## src/rtl/pipe_stage_reg_if.sv

```systemverilog
// Bundle of control, upstream and registered-output signals for one pipeline stage register.
// The master side is the upstream stage plus pipeline control; the slave side is the register.
interface pipe_stage_reg_if #(
    parameter int DATA_W = 138,
    parameter int CNT_W  = 16
);
    logic              stall;
    logic              bubble;
    logic              clr_cnt;
    logic [3:0]        in_stat;
    logic [3:0]        in_icode;
    logic [DATA_W-1:0] in_data;
    logic [3:0]        out_stat;
    logic [3:0]        out_icode;
    logic [DATA_W-1:0] out_data;
    logic              out_valid;
    logic              frozen;
    logic              ctrl_err;
    logic [CNT_W-1:0]  stall_cnt;
    logic [CNT_W-1:0]  bubble_cnt;

    modport master (
        output stall, bubble, clr_cnt, in_stat, in_icode, in_data,
        input  out_stat, out_icode, out_data, out_valid, frozen, ctrl_err,
               stall_cnt, bubble_cnt
    );

    modport slave (
        input  stall, bubble, clr_cnt, in_stat, in_icode, in_data,
        output out_stat, out_icode, out_data, out_valid, frozen, ctrl_err,
               stall_cnt, bubble_cnt
    );
endinterface

```

## src/rtl/pipe_stage_reg.sv

```systemverilog
// Generic Y86-64 pipeline stage register: stat/icode/payload with stall, bubble,
// sticky freeze on exception, conflicting-control flag and saturating event counters.
module pipe_stage_reg #(
    parameter int       DATA_W        = 138,
    parameter logic [3:0] BUB_STAT    = 4'h8,
    parameter logic [3:0] NOP_ICODE   = 4'h1,
    parameter bit       FREEZE_ON_EXC = 1'b1,
    parameter int       CNT_W         = 16
) (
    input logic              clk,
    input logic              rst_n,
    pipe_stage_reg_if.slave  bus
);
    localparam logic [CNT_W-1:0] CNT_MAX = {CNT_W{1'b1}};

    logic [3:0]        stat_q,  stat_d;
    logic [3:0]        icode_q, icode_d;
    logic [DATA_W-1:0] data_q,  data_d;
    logic              frozen_q, frozen_d;
    logic              ctrl_err_q, ctrl_err_d;
    logic [CNT_W-1:0]  stall_cnt_q, stall_cnt_d;
    logic [CNT_W-1:0]  bubble_cnt_q, bubble_cnt_d;

    logic do_bubble, do_stall, do_load, in_exc;

    always_comb begin
        do_bubble = !frozen_q && bus.bubble;
        do_stall  = !frozen_q && !bus.bubble && bus.stall;
        do_load   = !frozen_q && !bus.bubble && !bus.stall;
        in_exc    = (bus.in_stat == 4'd2) || (bus.in_stat == 4'd3) || (bus.in_stat == 4'd4);
    end

    always_comb begin
        stat_d  = stat_q;
        icode_d = icode_q;
        data_d  = data_q;
        if (do_bubble) begin
            stat_d  = BUB_STAT;
            icode_d = NOP_ICODE;
            data_d  = '0;
        end else if (do_load) begin
            stat_d  = bus.in_stat;
            icode_d = bus.in_icode;
            data_d  = bus.in_data;
        end
    end

    // The exception load itself completes; only subsequent edges are blocked.
    always_comb begin
        frozen_d   = frozen_q || (FREEZE_ON_EXC && do_load && in_exc);
        ctrl_err_d = ctrl_err_q || (bus.stall && bus.bubble);
    end

    // Clear takes precedence over a coincident increment.
    always_comb begin
        stall_cnt_d  = stall_cnt_q;
        bubble_cnt_d = bubble_cnt_q;
        if (bus.clr_cnt) begin
            stall_cnt_d  = '0;
            bubble_cnt_d = '0;
        end else begin
            if (do_stall && stall_cnt_q != CNT_MAX)
                stall_cnt_d = stall_cnt_q + 1'b1;
            if (do_bubble && bubble_cnt_q != CNT_MAX)
                bubble_cnt_d = bubble_cnt_q + 1'b1;
        end
    end

    always_ff @(posedge clk or negedge rst_n) begin
        if (!rst_n) begin
            stat_q       <= BUB_STAT;
            icode_q      <= NOP_ICODE;
            data_q       <= '0;
            frozen_q     <= 1'b0;
            ctrl_err_q   <= 1'b0;
            stall_cnt_q  <= '0;
            bubble_cnt_q <= '0;
        end else begin
            stat_q       <= stat_d;
            icode_q      <= icode_d;
            data_q       <= data_d;
            frozen_q     <= frozen_d;
            ctrl_err_q   <= ctrl_err_d;
            stall_cnt_q  <= stall_cnt_d;
            bubble_cnt_q <= bubble_cnt_d;
        end
    end

    assign bus.out_stat   = stat_q;
    assign bus.out_icode  = icode_q;
    assign bus.out_data   = data_q;
    assign bus.out_valid  = (stat_q != BUB_STAT);
    assign bus.frozen     = frozen_q;
    assign bus.ctrl_err   = ctrl_err_q;
    assign bus.stall_cnt  = stall_cnt_q;
    assign bus.bubble_cnt = bubble_cnt_q;
endmodule

```

## src/flat_wrapper.sv

```systemverilog
// flat-port wrapper written by rule: the top's interface ports become plain ports
module pipe_stage_reg_flat 
#(
    parameter int       DATA_W        = 138,
    parameter logic [3:0] BUB_STAT    = 4'h8,
    parameter logic [3:0] NOP_ICODE   = 4'h1,
    parameter bit       FREEZE_ON_EXC = 1'b1,
    parameter int       CNT_W         = 16
)
  (clk, rst_n, bus_stall, bus_bubble, bus_clr_cnt, bus_in_stat, bus_in_icode, bus_in_data, bus_out_stat, bus_out_icode, bus_out_data, bus_out_valid, bus_frozen, bus_ctrl_err, bus_stall_cnt, bus_bubble_cnt);
  pipe_stage_reg_if #(.DATA_W(DATA_W), .CNT_W(CNT_W)) bus_i ();
  input logic clk;
  input logic rst_n;
  input wire logic [$bits(bus_i.stall)-1:0] bus_stall;
  input wire logic [$bits(bus_i.bubble)-1:0] bus_bubble;
  input wire logic [$bits(bus_i.clr_cnt)-1:0] bus_clr_cnt;
  input wire logic [$bits(bus_i.in_stat)-1:0] bus_in_stat;
  input wire logic [$bits(bus_i.in_icode)-1:0] bus_in_icode;
  input wire logic [$bits(bus_i.in_data)-1:0] bus_in_data;
  output wire logic [$bits(bus_i.out_stat)-1:0] bus_out_stat;
  output wire logic [$bits(bus_i.out_icode)-1:0] bus_out_icode;
  output wire logic [$bits(bus_i.out_data)-1:0] bus_out_data;
  output wire logic [$bits(bus_i.out_valid)-1:0] bus_out_valid;
  output wire logic [$bits(bus_i.frozen)-1:0] bus_frozen;
  output wire logic [$bits(bus_i.ctrl_err)-1:0] bus_ctrl_err;
  output wire logic [$bits(bus_i.stall_cnt)-1:0] bus_stall_cnt;
  output wire logic [$bits(bus_i.bubble_cnt)-1:0] bus_bubble_cnt;
  assign bus_i.stall = bus_stall;
  assign bus_i.bubble = bus_bubble;
  assign bus_i.clr_cnt = bus_clr_cnt;
  assign bus_i.in_stat = bus_in_stat;
  assign bus_i.in_icode = bus_in_icode;
  assign bus_i.in_data = bus_in_data;
  assign bus_out_stat = bus_i.out_stat;
  assign bus_out_icode = bus_i.out_icode;
  assign bus_out_data = bus_i.out_data;
  assign bus_out_valid = bus_i.out_valid;
  assign bus_frozen = bus_i.frozen;
  assign bus_ctrl_err = bus_i.ctrl_err;
  assign bus_stall_cnt = bus_i.stall_cnt;
  assign bus_bubble_cnt = bus_i.bubble_cnt;
  pipe_stage_reg #(.DATA_W(DATA_W), .BUB_STAT(BUB_STAT), .NOP_ICODE(NOP_ICODE), .FREEZE_ON_EXC(FREEZE_ON_EXC), .CNT_W(CNT_W)) u_core (.clk(clk), .rst_n(rst_n), .bus(bus_i));
endmodule
```

## config.mk

```make
export PLATFORM = sky130hd
export DESIGN_NAME = pipe_stage_reg_flat
export DESIGN_NICKNAME = d
export VERILOG_FILES = /design/src/rtl/pipe_stage_reg_if.sv /design/src/rtl/pipe_stage_reg.sv /design/src/flat_wrapper.sv
export SDC_FILE = /design/constraint.sdc
export NUM_CORES = 1
export LEC_CHECK = 0
export BUFFER_PORTS_ARGS = -buffer_cell sky130_fd_sc_hd__clkbuf_2
export CORE_MARGIN = 1
export CORE_UTILIZATION = 48
export DETAILED_ROUTE_END_ITERATION = 10
export GPL_TIMING_DRIVEN = 1
export PLACE_DENSITY_LB_ADDON = 0.12
export SYNTH_ARGS = -nofsm -noshare
export SYNTH_HDL_FRONTEND = slang
export SYNTH_SLANG_ARGS = --single-unit
```

## constraint.sdc

```tcl
create_clock -name clk -period 2.1 [get_ports clk]
set_input_delay 0.105 -clock clk [delete_from_list [all_inputs] [get_ports clk]]
set_output_delay 0.105 -clock clk [all_outputs]
set_load 0.01 [all_outputs]
```

Word-level counts from Yosys, hierarchy flattened
Index checks and enable logic that the tools add are counted. Widths: inputs -> output; s select.

Register bits: 180. Word-level logic and storage cells: 43. Output and inout bits: 181.

Multiplexer cells: 10. Add/subtract/negate cells: 2. Reduce and logical (&&, ||, !) cells: 18. Equality and inequality tests: 6.

Operator list (count): $mux 138 (2); $mux 16 (4); $add 16x1->16 const B (2); $ne 16x16->1 const B (2); $mux 4 (4); $eq 4x2->1 const B (2); $logic_and 1x1->1 (8); $reduce_bool 2->1 (3); $eq 4x3->1 const B (1); $logic_or 1x1->1 (4); $ne 4x4->1 const B (1); $logic_not 1->1 (3).

Longest topological paths before layout
Gate-level depths: netlist (run 1).

Depth in word-level cells: 6. Depth in mapped cells: 5. Gate-level depth less buffers: 5.

Worst setup path before layout (run 1)
Ideal clock, no wire load.

Path kind: reg-to-reg. Start: reg u_core.stall_cnt_q[0] (netlist: u_core.bus.stall_cnt[0]). End: reg u_core.stall_cnt_q[0] (netlist: u_core.bus.stall_cnt[0]). Period minus slack after synthesis: 1868 ps. Setup time: 125 ps. Path buffers: 0. Arrival time: 1743 ps. Cell stages (with the launch flop): 6. Slack: 232 ps. Required time: 1975 ps. Cell sequence: dfrtp_1 > ha_1 > and3_1 > and4_1 > a21oi_1 > mux2_2.

Cells in the longest elaborated chain, start to end: 3. Elaborated cells on any way between the ends: 6. Those cells by class: 1 x add/sub; 1 x eq/ne; 2 x mux; 2 x reduce/logical.

RTL lines: from (decl) (line pipe_stage_reg.sv:21) `logic [CNT_W-1:0] stall_cnt_q, stall_cnt_d;`; from (signal assigned) (line pipe_stage_reg.sv:84) `stall_cnt_q <= stall_cnt_d;`; $add 16x1->16 / $ne 16x16->1 (equally long branches) (line pipe_stage_reg.sv:63, pipe_stage_reg.sv:62); $mux 16 / $logic_and 1x1->1 (equally long branches) (line pipe_stage_reg.sv:62) `if (do_stall && stall_cnt_q != CNT_MAX)`; $mux 16 / $reduce_bool 2->1 (equally long branches).

Parallel ways exist; a longest one is shown, timed or not. The select of a mux whose other input is x is not followed. A chain may end at the register's enable or synchronous reset.

Worst setup path in the final report (run 1)
Start: reg u_core.bubble_cnt_q[0] (netlist: u_core.bus.bubble_cnt[0]). End: reg u_core.bubble_cnt_q[15] (netlist: u_core.bus.bubble_cnt[15]).

Cells in the longest elaborated chain, start to end: 3. Elaborated cells on any way between the ends: 6. Those cells by class: 1 x add/sub; 1 x eq/ne; 2 x mux; 2 x reduce/logical.

RTL lines: from (decl) (line pipe_stage_reg.sv:22) `logic [CNT_W-1:0] bubble_cnt_q, bubble_cnt_d;`; from (signal assigned) (line pipe_stage_reg.sv:85) `bubble_cnt_q <= bubble_cnt_d;`; $add 16x1->16 / $ne 16x16->1 (equally long branches) (line pipe_stage_reg.sv:65, pipe_stage_reg.sv:64); $mux 16 / $logic_and 1x1->1 (equally long branches) (line pipe_stage_reg.sv:64) `if (do_bubble && bubble_cnt_q != CNT_MAX)`; $mux 16 / $reduce_bool 2->1 (equally long branches).

Parallel ways exist; a longest one is shown, timed or not. The select of a mux whose other input is x is not followed.

==> results.toml, run 1 <==
[worst_setup_path]
critPathTopFamily = "flip-flops"
crit_top_cell = "buf_4"
crit_path_max_incr_delay_ps = 450
r2r_slack_ps = 240
critPathLaunch = "u_core.bus.bubble_cnt[0]"
crit_buf_inv = 2
cp_data_required_time_ps = 2420
cp-start-kind = "flip-flop"
endpoint = "u_core.bus.bubble_cnt[15]"
crit_path_end_kind = "flip-flop"
reg2reg_to = "u_core.bus.bubble_cnt[15]"
crit_path_cell_trace = "ha_1 -> nand3_1 -> buf_4 -> nor3_4 -> a21oi_1 -> buf_4 -> a211oi_1"
critPathArrivalTime_ps = 2180
reg2regPathDepth = 7
r2r-start = "u_core.bus.bubble_cnt[0]"
crit_type = "reg2reg"
cp_max_fo = 7
slowest_stage = "dfrtp_1"
worst-path-stages = 7

[cts]
cts_root_buf = "clkbuf_16"
cts_tree = "built"
clockBufferDepth = 2
cts_sinks = 180
cts_inserted_buffers = 17
clkTransAtPathRegs_ps = 70
htree_levels = 4
clock_latency_ps = 420

[logic_synthesis]
syn_inst = 841
synth_seq_cells = 180
synth_cell_types = 45
synth_edf_count = 0
async_flop_share_pct = 100
synth_top_area_share_pct = 58.2
synth_top_flop_cell = "dfrtp_1"
synth_area_um2 = 7660
syn_area_per_cell_um2 = 9.11
synth_area_leaders = "dfrtp_1, nand2_1, nand3_1"
synth_nets = 994
synth.largest_area_cell = "dfrtp_1"
yosysWarnings = 0
yosysSeqAreaShare_pct = 58.8

[power]
pwr-share-seq_pct = 42.7
p_per_area_nw_per_um2 = 897
switching_share_pct = 32.3
p_sw_mw = 3.40
peakVddDrop_uv = 601
combPwrFrac_pct = 25.3
cellLeakagePower_nw = 6.33
power.internal_mw = 7.12
power.share.clock_pct = 32.0

[detailed_routing]
drc = 0
drt-initial-drc-count = 585
routed_wl_um = 25200
ant_nets = 0
routedWlPerCell_um = 16.5
num_vias = 8147
via_per_inst = 5.32
dr.pass1.iters = 5

[timing]
timing.hold.ws_ps = 53.4
timing.slew.headroom_pct = 50.4
fin_crit_sh_pct = 88.4
rsz0062_at_grt = "false"
fin_crit_ps = 1860
fin_setup_tns_ps = 0
hold_viol_final = 0
worst_slack_ps = 244
fmax_ghz = 0.539
finalSetupViolCount = 0
slew_violations = 0
worst_pin_slew_ps = 744
fin_skew_ps = 11.1

[floorplan]
row_count = 45
core-area_um2 = 15400
io_pins = 332
die_w_um = 128
start_util_pct = 49.8
die_area_um2 = 16500
die_h_um = 128

[finish]
stdcell_count = 1531
stdcell_area_um2 = 11700
drive_above_1_share_pct = 30.7
layout.nets = 1458
area_growth_pct = 53.1

[placed_design]
dp_hpwl_um = 14800
dp_slack_ps = 214
placed_cell_area_um2 = 9610
gp_congestion = 0.902
port_buffers = 331
dp.cells = 1349

[global_route]
grt_start_max_net_pins = 147
grt_busiest_layer = "met2"
grt_use_met3_pct = 7.85
grt_pass1_wl_um = 39700
gr-total-overflow = 0
met2_usage_pct = 52.3
antenna_found_initial = 0
grt_pass1_vias = 8114
grtUsageMet1_pct = 36.3
grtUsageTotal_pct = 30.9

[flow_run]
cap_violations = 0

[min_path]
min_path_type = "in2reg"

[status]
status = "complete, no violations"
==> cell usage in the layout (no fill, tap or decap), types with 3 or more instances in the layout <==
master         synthesis  layout
nand3_1              154     154
dfrtp_1              178     178
nor2_1                15      15
nor2b_1                9       9
mux2_2                 9       9
inv_1                  6       6
buf_12                 0       6
buf_4                  0      12
a21oi_1               19      19
inv_6                  0       8
dlygate4sd3_1          0     148
nor4_1                 3       3
and4_1                 3       3
nand4_1                7       7
o311ai_0               4       4
nand2_1              305     305
or3_1                  6       5
and3_1                 6       6
nor3_1                 9       8
o31ai_1                7       7
a211oi_1               4       4
o41ai_1                3       3
bufinv_16              0       3
or4_1                  5       5
clkbuf_2               0     330
o21ai_0                4       4
clkbuf_16              0      17
==> per-stage QoR <==
step,utilization (%),total power [mW]
after floorplan,-,5.66
after global placement,62.5,6.84
after detailed placement,62.5,6.89
after CTS,76.2,10.5
after global routing,76.2,11.0
final,76.3,10.5
==> state kept, by name (all words and copies together), names as in the netlist <==
signal	count
u_core.bus.bubble_cnt	16
u_core.bus.out_icode	4
u_core.bus.frozen	1
u_core.bus.out_stat	4
u_core.bus.ctrl_err	1
u_core.bus.out_data	138
u_core.bus.stall_cnt	16
==> cell families after synthesis <==
| group | Yosys count | share of synthesized area, % |
|---|---|---|
| multiplexers | 11 | 1.58 |
| adder cells (fa/ha/maj) | 2 | 0.327 |
| AND/OR/NAND/NOR | 537 | 31.8 |
| AO/OA/AOI/OAI | 52 | 4.53 |
| buffers and inverters | 59 | 2.89 |
| flip-flops | 180 | 58.8 |
==> power by group through the flow <==
stage / registers (mW) / clock network (mW) / logic, mW
floorplan: 4.81 / 0 / 0.854
global placement: 4.49 / 0 / 2.34
detailed placement: 4.51 / 0 / 2.38
CTS: 4.46 / 3.40 / 2.60
global route: 4.57 / 3.57 / 2.89
finish: 4.49 / 3.37 / 2.66
==> worst min path at each step <==
| stage | start | endpoint | cells past startpoint |
|---|---|---|---|
| final | bus_bubble | u_core.bus.ctrl_err | 2 |
| after global routing | bus_bubble | u_core.bus.ctrl_err | 2 |
| after CTS | bus_bubble | u_core.bus.ctrl_err | 2 |
| after detailed placement | rst_n | u_core.bus.stall_cnt[13] | 1 |
| after global placement | rst_n | u_core.bus.stall_cnt[13] | 1 |
| after floorplan | rst_n | u_core.bus.bubble_cnt[0] | 0 |
==> layer usage <==
metal,vias to the layer above,part of all wire (%)
met5,-,0
met4,0,4.5
met3,85,7.0
met2,386,50
met1,3911,38
li1,3765,-
==> worst reg2reg max path, cell delays in order (launching register included) <==
cell and delay [ps]:
dfrtp_1 450, ha_1 200, nand3_1 100, buf_4 180
nor3_4 300, a21oi_1 140, buf_4 180, a211oi_1 210
==> Yosys cell counts (all sizes together) (2+ instances only) <==
cell    count
ha          2
nand4       9
o21ai       4
clkbuf     43
a31oi       2
mux2        9
inv         6
nor3b       2
mux2i       2
nor4        4
nand2     305
dfrtp     178
or4         6
nor2       15
o31ai       7
a211oi      4
and3        6
or3         6
o41ai       3
nand3     154
a21o        2
buf         9
a41oi       2
nor3       11
a21oi      19
o311ai      4
and2        2
nor2b       9
nand2b      2
and4        3
dfstp       2
==> final cells by class <==
cell class	instances	area, um^2
sequential	180	4510
fill	1032	3650
timing repair buffer	497	3350
multi-input combinational	602	2950
clock buffer	17	425
tap	211	264
clock inverter	15	194
inverter	7	26.3
antenna	2	5.00
==> timing repair <==
item | CTS | global route
resized for setup | 0 | 1
setup buffers | 0 | 0
endpoints found under the hold margin | 193 | 0
hold buffers | 148 | 0
endpoints found under the setup margin | 0 | 1
Note: power is estimated with default switching activity, not from simulation.
==> run 2, diff against run 1 <==
Settings changed: CORE_ASPECT_RATIO from default to 2, CORE_UTILIZATION 48 to 43, CTS_CLUSTER_DIAMETER from default to 200.
Clock period 2.1 ns to 1.6 ns, I/O delays scaled along.
==> run 2 against run 1 <==
  * The run now ends with negative setup slack left
  * Hold slack gained 9.0 ps
  * Sequential cell count is the same
  * Fmax grew 11%
  * First-iteration DRC count shrank 45%
  * Critical path depth shrank 3
  * Largest cell class unchanged
==> results.toml, run 2 (synthesis results as in run 1) <==
[status]
status = "complete, but fails checks"
failed_checks = "negative setup slack"

[detailed_routing]
ant_nets = 0
routedWlPerCell_um = 17.6
drt-initial-drc-count = 320
num_vias = 8535
routed_wl_um = 28300
dr.pass1.iters = 4
via_per_inst = 5.30
drc = 0

[placed_design]
port_buffers = 331
dp_hpwl_um = 16900
dp.cells = 1408
gp_congestion = 0.884
dp_slack_ps = -90.1

[timing]
slew_violations = 0
timing.hold.ws_ps = 62.4
fin_crit_ps = 1670
finalSetupViolCount = 70
timing.slew.headroom_pct = 60.2
hold_viol_final = 0
worst_pin_slew_ps = 597
fmax_ghz = 0.599
fin_setup_tns_ps = -1490
fin_skew_ps = 6.02
fin_crit_sh_pct = 104
worst_slack_ps = -69.8
rsz0062_at_grt = "true"

[min_path]
min_path_type = "in2reg"
hp-start = "bus_stall"

[finish]
final_common_cell = "clkbuf_2"
stdcell_count = 1610
largest_reg_flops = 138
drive_above_1_share_pct = 39.6
area_growth_pct = 68.9
layout_common_cells = "clkbuf_2, nand2_1, dfrtp_1"
antennaDiodeCount = 0
layout.nets = 1541
fillerInstances = 1206

[worst_setup_path]
cp-start-kind = "flip-flop"
cp_data_required_time_ps = 1910
crit_type = "reg2reg"
r2r_slack_ps = -70
critPathArrivalTime_ps = 1980
endpoint = "u_core.bus.stall_cnt[15]"
cp_max_fo = 6
reg2regPathDepth = 4
crit_path_end_kind = "flip-flop"
r2r-start = "u_core.bus.frozen"
reg2reg_to = "u_core.bus.stall_cnt[15]"
critPathLaunch = "u_core.bus.frozen"

[cts]
cts_sinks = 180
htree_levels = 4
cts_root_buf = "clkbuf_16"
clock_latency_ps = 420
clockBufferDepth = 2
clkTransAtPathRegs_ps = 70
cts_inserted_buffers = 17
cts_tree = "built"

[floorplan]
start_util_pct = 44.1
die_w_um = 96.4
die_h_um = 191
row_count = 68
die_area_um2 = 18400
io_pins = 332
core-area_um2 = 17400

[global_route]
antenna_found_initial = 0
grt_pass1_wl_um = 41000
grtUsageTotal_pct = 29.0
grt_pass1_vias = 8553
gr-total-overflow = 0
grt_start_max_net_pins = 78

[power]
peakVddDrop_uv = 776
p_per_area_nw_per_um2 = 1080
cellLeakagePower_nw = 6.89

[flow_run]
cap_violations = 0
## run 2: layout make-up
class	instances	area (um^2)	share of cell area, %
clock buffer	20	447	3.45
clock inverter	11	111	0.861
inverter	7	26.3	0.203
multi-input combinational	602	3340	25.8
sequential	180	4510	34.9
tap	210	263	2.03
timing repair buffer	580	4240	32.8
## run 2: routing by layer
metal / GRT usage (%) / wire, um / share of wire, %
met1: 31.6 / 9890 / 35
met4: 17.5 / 1700 / 6.0
met2: 50.8 / 15100 / 53
met3: 5.30 / 1610 / 5.7
met5: 0 / 0 / 0
## run 2: through the flow
step / utilization (%) / area [um^2] / total power [mW]
finish: 74.5 / 12900 / 14.0
global route: 74.5 / 12900 / 14.7
CTS: 70.9 / 12300 / 13.6
detailed placement: 58.7 / 10200 / 9.17
global placement: 58.7 / 10200 / 9.12
floorplan: - / 7720 / 7.44
## run 2: worst min-delay path by stage
stage	endpoint	depth (start not counted)	slack [ps]
6_report	u_core.bus.ctrl_err	3	60
3_5_place_dp	u_core.bus.out_data[49]	1	20
5_1_grt	u_core.bus.ctrl_err	3	80
3_3_place_gp	u_core.bus.out_data[49]	1	20
4_1_cts	u_core.bus.ctrl_err	3	20
2_1_floorplan	u_core.bus.bubble_cnt[0]	0	-220
## run 2: report_power, final
group	leakage, nW	switching (mW)	internal (mW)
registers	2.36	0.537	5.40
clock network	0.279	1.76	2.32
logic	4.24	2.22	1.77
total	6.89	4.52	9.48
## run 2: timing repair
action / in CTS / in global routing
cloned: 0 / 9
pin swaps: 5 / 63
hold buffers: 149 / 0
setup endpoints to repair: 15 / 80
hold endpoints to repair: 307 / 0
setup buffers: 6 / 7
gates resized for setup: 8 / 84
## run 2: worst max-delay path: stages (launching register included)
cell and delay, ps:
dfrtp_2 430, and4bb_4 350, nand4_4 130, or3_1 350, o311a_1 290
==> run 3, diff against run 2 <==
--- a/config.mk
+++ b/config.mk
@@ -7,4 +7,5 @@
 export LEC_CHECK = 0
 export BUFFER_PORTS_ARGS = -buffer_cell sky130_fd_sc_hd__clkbuf_2
+export CAP_MARGIN = 20
 export CORE_ASPECT_RATIO = 2
 export CORE_MARGIN = 1
==> constraint.sdc (replaced) <==
create_clock -name clk -period 1.6 [get_ports clk]
set_input_delay 0.08 -clock clk [delete_from_list [all_inputs] [get_ports clk]]
set_output_delay 0.08 -clock clk [all_outputs]
set_load 0.02 [all_outputs]
==> run 3 against run 2 <==
  * The run still ends with negative setup slack left
  * Global-route usage fell by 0.28 points
  * Sequential share of layout area is 0.99 points higher
  * Via count is 2.6% lower
  * Sequential cell count unchanged
  * Wire length decreased by 6.4%
  * Register-to-register slack worse by 30 ps
  * Critical endpoint is now u_core.bus.stall_cnt[8]
  * Largest cell class unchanged
  * Largest power group unchanged
==> results.toml, run 3 (synthesis results as in run 1) <==
[finish]
fillerInstances = 1282
drive_above_1_share_pct = 37.9
largest_reg_flops = 138
stdcell_count = 1604
antennaDiodeCount = 0
area_growth_pct = 64.7
final_common_cell = "clkbuf_2"
layout.nets = 1534
postLayoutCoreUtil_pct = 72.7
layout_common_cells = "clkbuf_2, nand2_1, dfrtp_1"
stdcell_area_um2 = 12600

[detailed_routing]
routed_wl_um = 26500
routedWlPerCell_um = 16.5
drt-initial-drc-count = 309
drc = 0
dr.pass1.iters = 4
via_per_inst = 5.18
num_vias = 8310
ant_nets = 0

[timing]
rsz0062_at_grt = "true"
timing.slew.headroom_pct = 61.0
fin_crit_sh_pct = 106
timing.hold.ws_ps = 121
finalSetupViolCount = 95
worst_slack_ps = -99.7
hold_viol_final = 0
worst_pin_slew_ps = 585
fmax_ghz = 0.588
fin_skew_ps = 9.27
fin_crit_ps = 1700
fin_setup_tns_ps = -3010
slew_violations = 0

[cts]
clock_latency_ps = 420
clkTransAtPathRegs_ps = 70
clockBufferDepth = 2
cts_sinks = 180
cts_tree = "built"
cts_root_buf = "clkbuf_16"
cts_inserted_buffers = 17
htree_levels = 4

[worst_setup_path]
crit_type = "reg2reg"
crit_path_end_kind = "flip-flop"
cp_data_required_time_ps = 1950
reg2regPathDepth = 5
cp-start-kind = "flip-flop"
critPathArrivalTime_ps = 2050
cp_max_fo = 8

[global_route]
gr-total-overflow = 0
grt_pass1_vias = 8424
antenna_found_initial = 0
grtUsageTotal_pct = 28.8
grt_start_max_net_pins = 62
grt_pass1_wl_um = 40700

[status]
status = "complete, but fails checks"
failed_checks = "negative setup slack"

[floorplan]
start_util_pct = 44.1
die_h_um = 191
die_w_um = 96.4
io_pins = 332
core-area_um2 = 17400
die_area_um2 = 18400
row_count = 68

[placed_design]
placed_cell_area_um2 = 10200
gp_congestion = 0.876
dp.cells = 1408
port_buffers = 331
dp_hpwl_um = 16800

[power]
cellLeakagePower_nw = 6.72
peakVddDrop_uv = 1030
p_per_area_nw_per_um2 = 1130

[min_path]
min_path_type = "in2async"

[flow_run]
cap_violations = 0
==> run 3: cell count changes in the layout (fill, tap and decap cells not counted), moves of 4 or more <==
cell and change:
clkinv_2 -5, dfrtp_2 +11, nand3_2 -27, nand3_4 -4, dfrtp_1 -11, nand2_2 -8
nand2_1 +8, clkinvlp_4 +4, nand3_1 +31
==> run 3: through the flow <==
stage,setup slack [ps],total power [mW]
4_1_cts,-84.0,14.2
5_1_grt,-161,14.9
3_5_place_dp,-66.0,9.86
6_report,-99.7,14.2
3_3_place_gp,-73.7,9.80
2_1_floorplan,-143,8.10
==> run 3: final cells by class <==
cell class                 count  area, um^2  area share [%]
inverter                       7        26.3           0.208
timing repair buffer         573        4080            32.3
multi-input combinational    602        3170            25.1
sequential                   180        4520            35.9
clock buffer                  22         484            3.84
clock inverter                10        73.8           0.585
tap                          210         263            2.08
==> run 3: repair_timing <==
action | in CTS | in global routing
setup endpoints to repair | 16 | 30
setup buffers | 5 | 6
hold buffers | 150 | 0
gates cloned | 0 | 3
gates resized for setup | 10 | 32
pin swaps | 4 | 14
hold endpoints to repair | 311 | 0
==> run 3: path summary, 6_finish.rpt <==
kind	endpoint	from	slack (ps)
worst max-delay path	u_core.bus.stall_cnt[8]	u_core.bus.frozen	-100
worst min-delay path	u_core.bus.out_data[33]	rst_n	120
worst max register to register	u_core.bus.stall_cnt[8]	u_core.bus.frozen	-100
worst min register to register	u_core.bus.ctrl_err	u_core.bus.ctrl_err	480
max in group asynchronous	u_core.bus.stall_cnt[0]	rst_n	820
min in group clk	u_core.bus.out_icode[0]	bus_bubble	180
==> run 3: metal layers <==
layer,GRT usage (%),vias up,part of all wire (%)
met5,0,-,0
met4,15.4,0,5.0
met3,6.86,81,5.5
met2,49.8,324,53
met1,31.7,3989,37
li1,-,3916,-
==> run 3: power breakdown <==
| part | switching [mW] | leakage [nW] | total (mW) | internal, mW |
|---|---|---|---|---|
| Combinational | 2.76 | 4.12 | 4.40 | 1.64 |
| Sequential | 0.474 | 2.35 | 5.87 | 5.39 |
| Clock | 1.80 | 0.261 | 3.95 | 2.16 |
==> run 3: critical path, cell delays in order (launching register included) <==
cell      delay [ps]
dfrtp_2          420
and4bb_4         340
buf_4            130
nand4_4          160
or4_4            460
a21oi_2          120
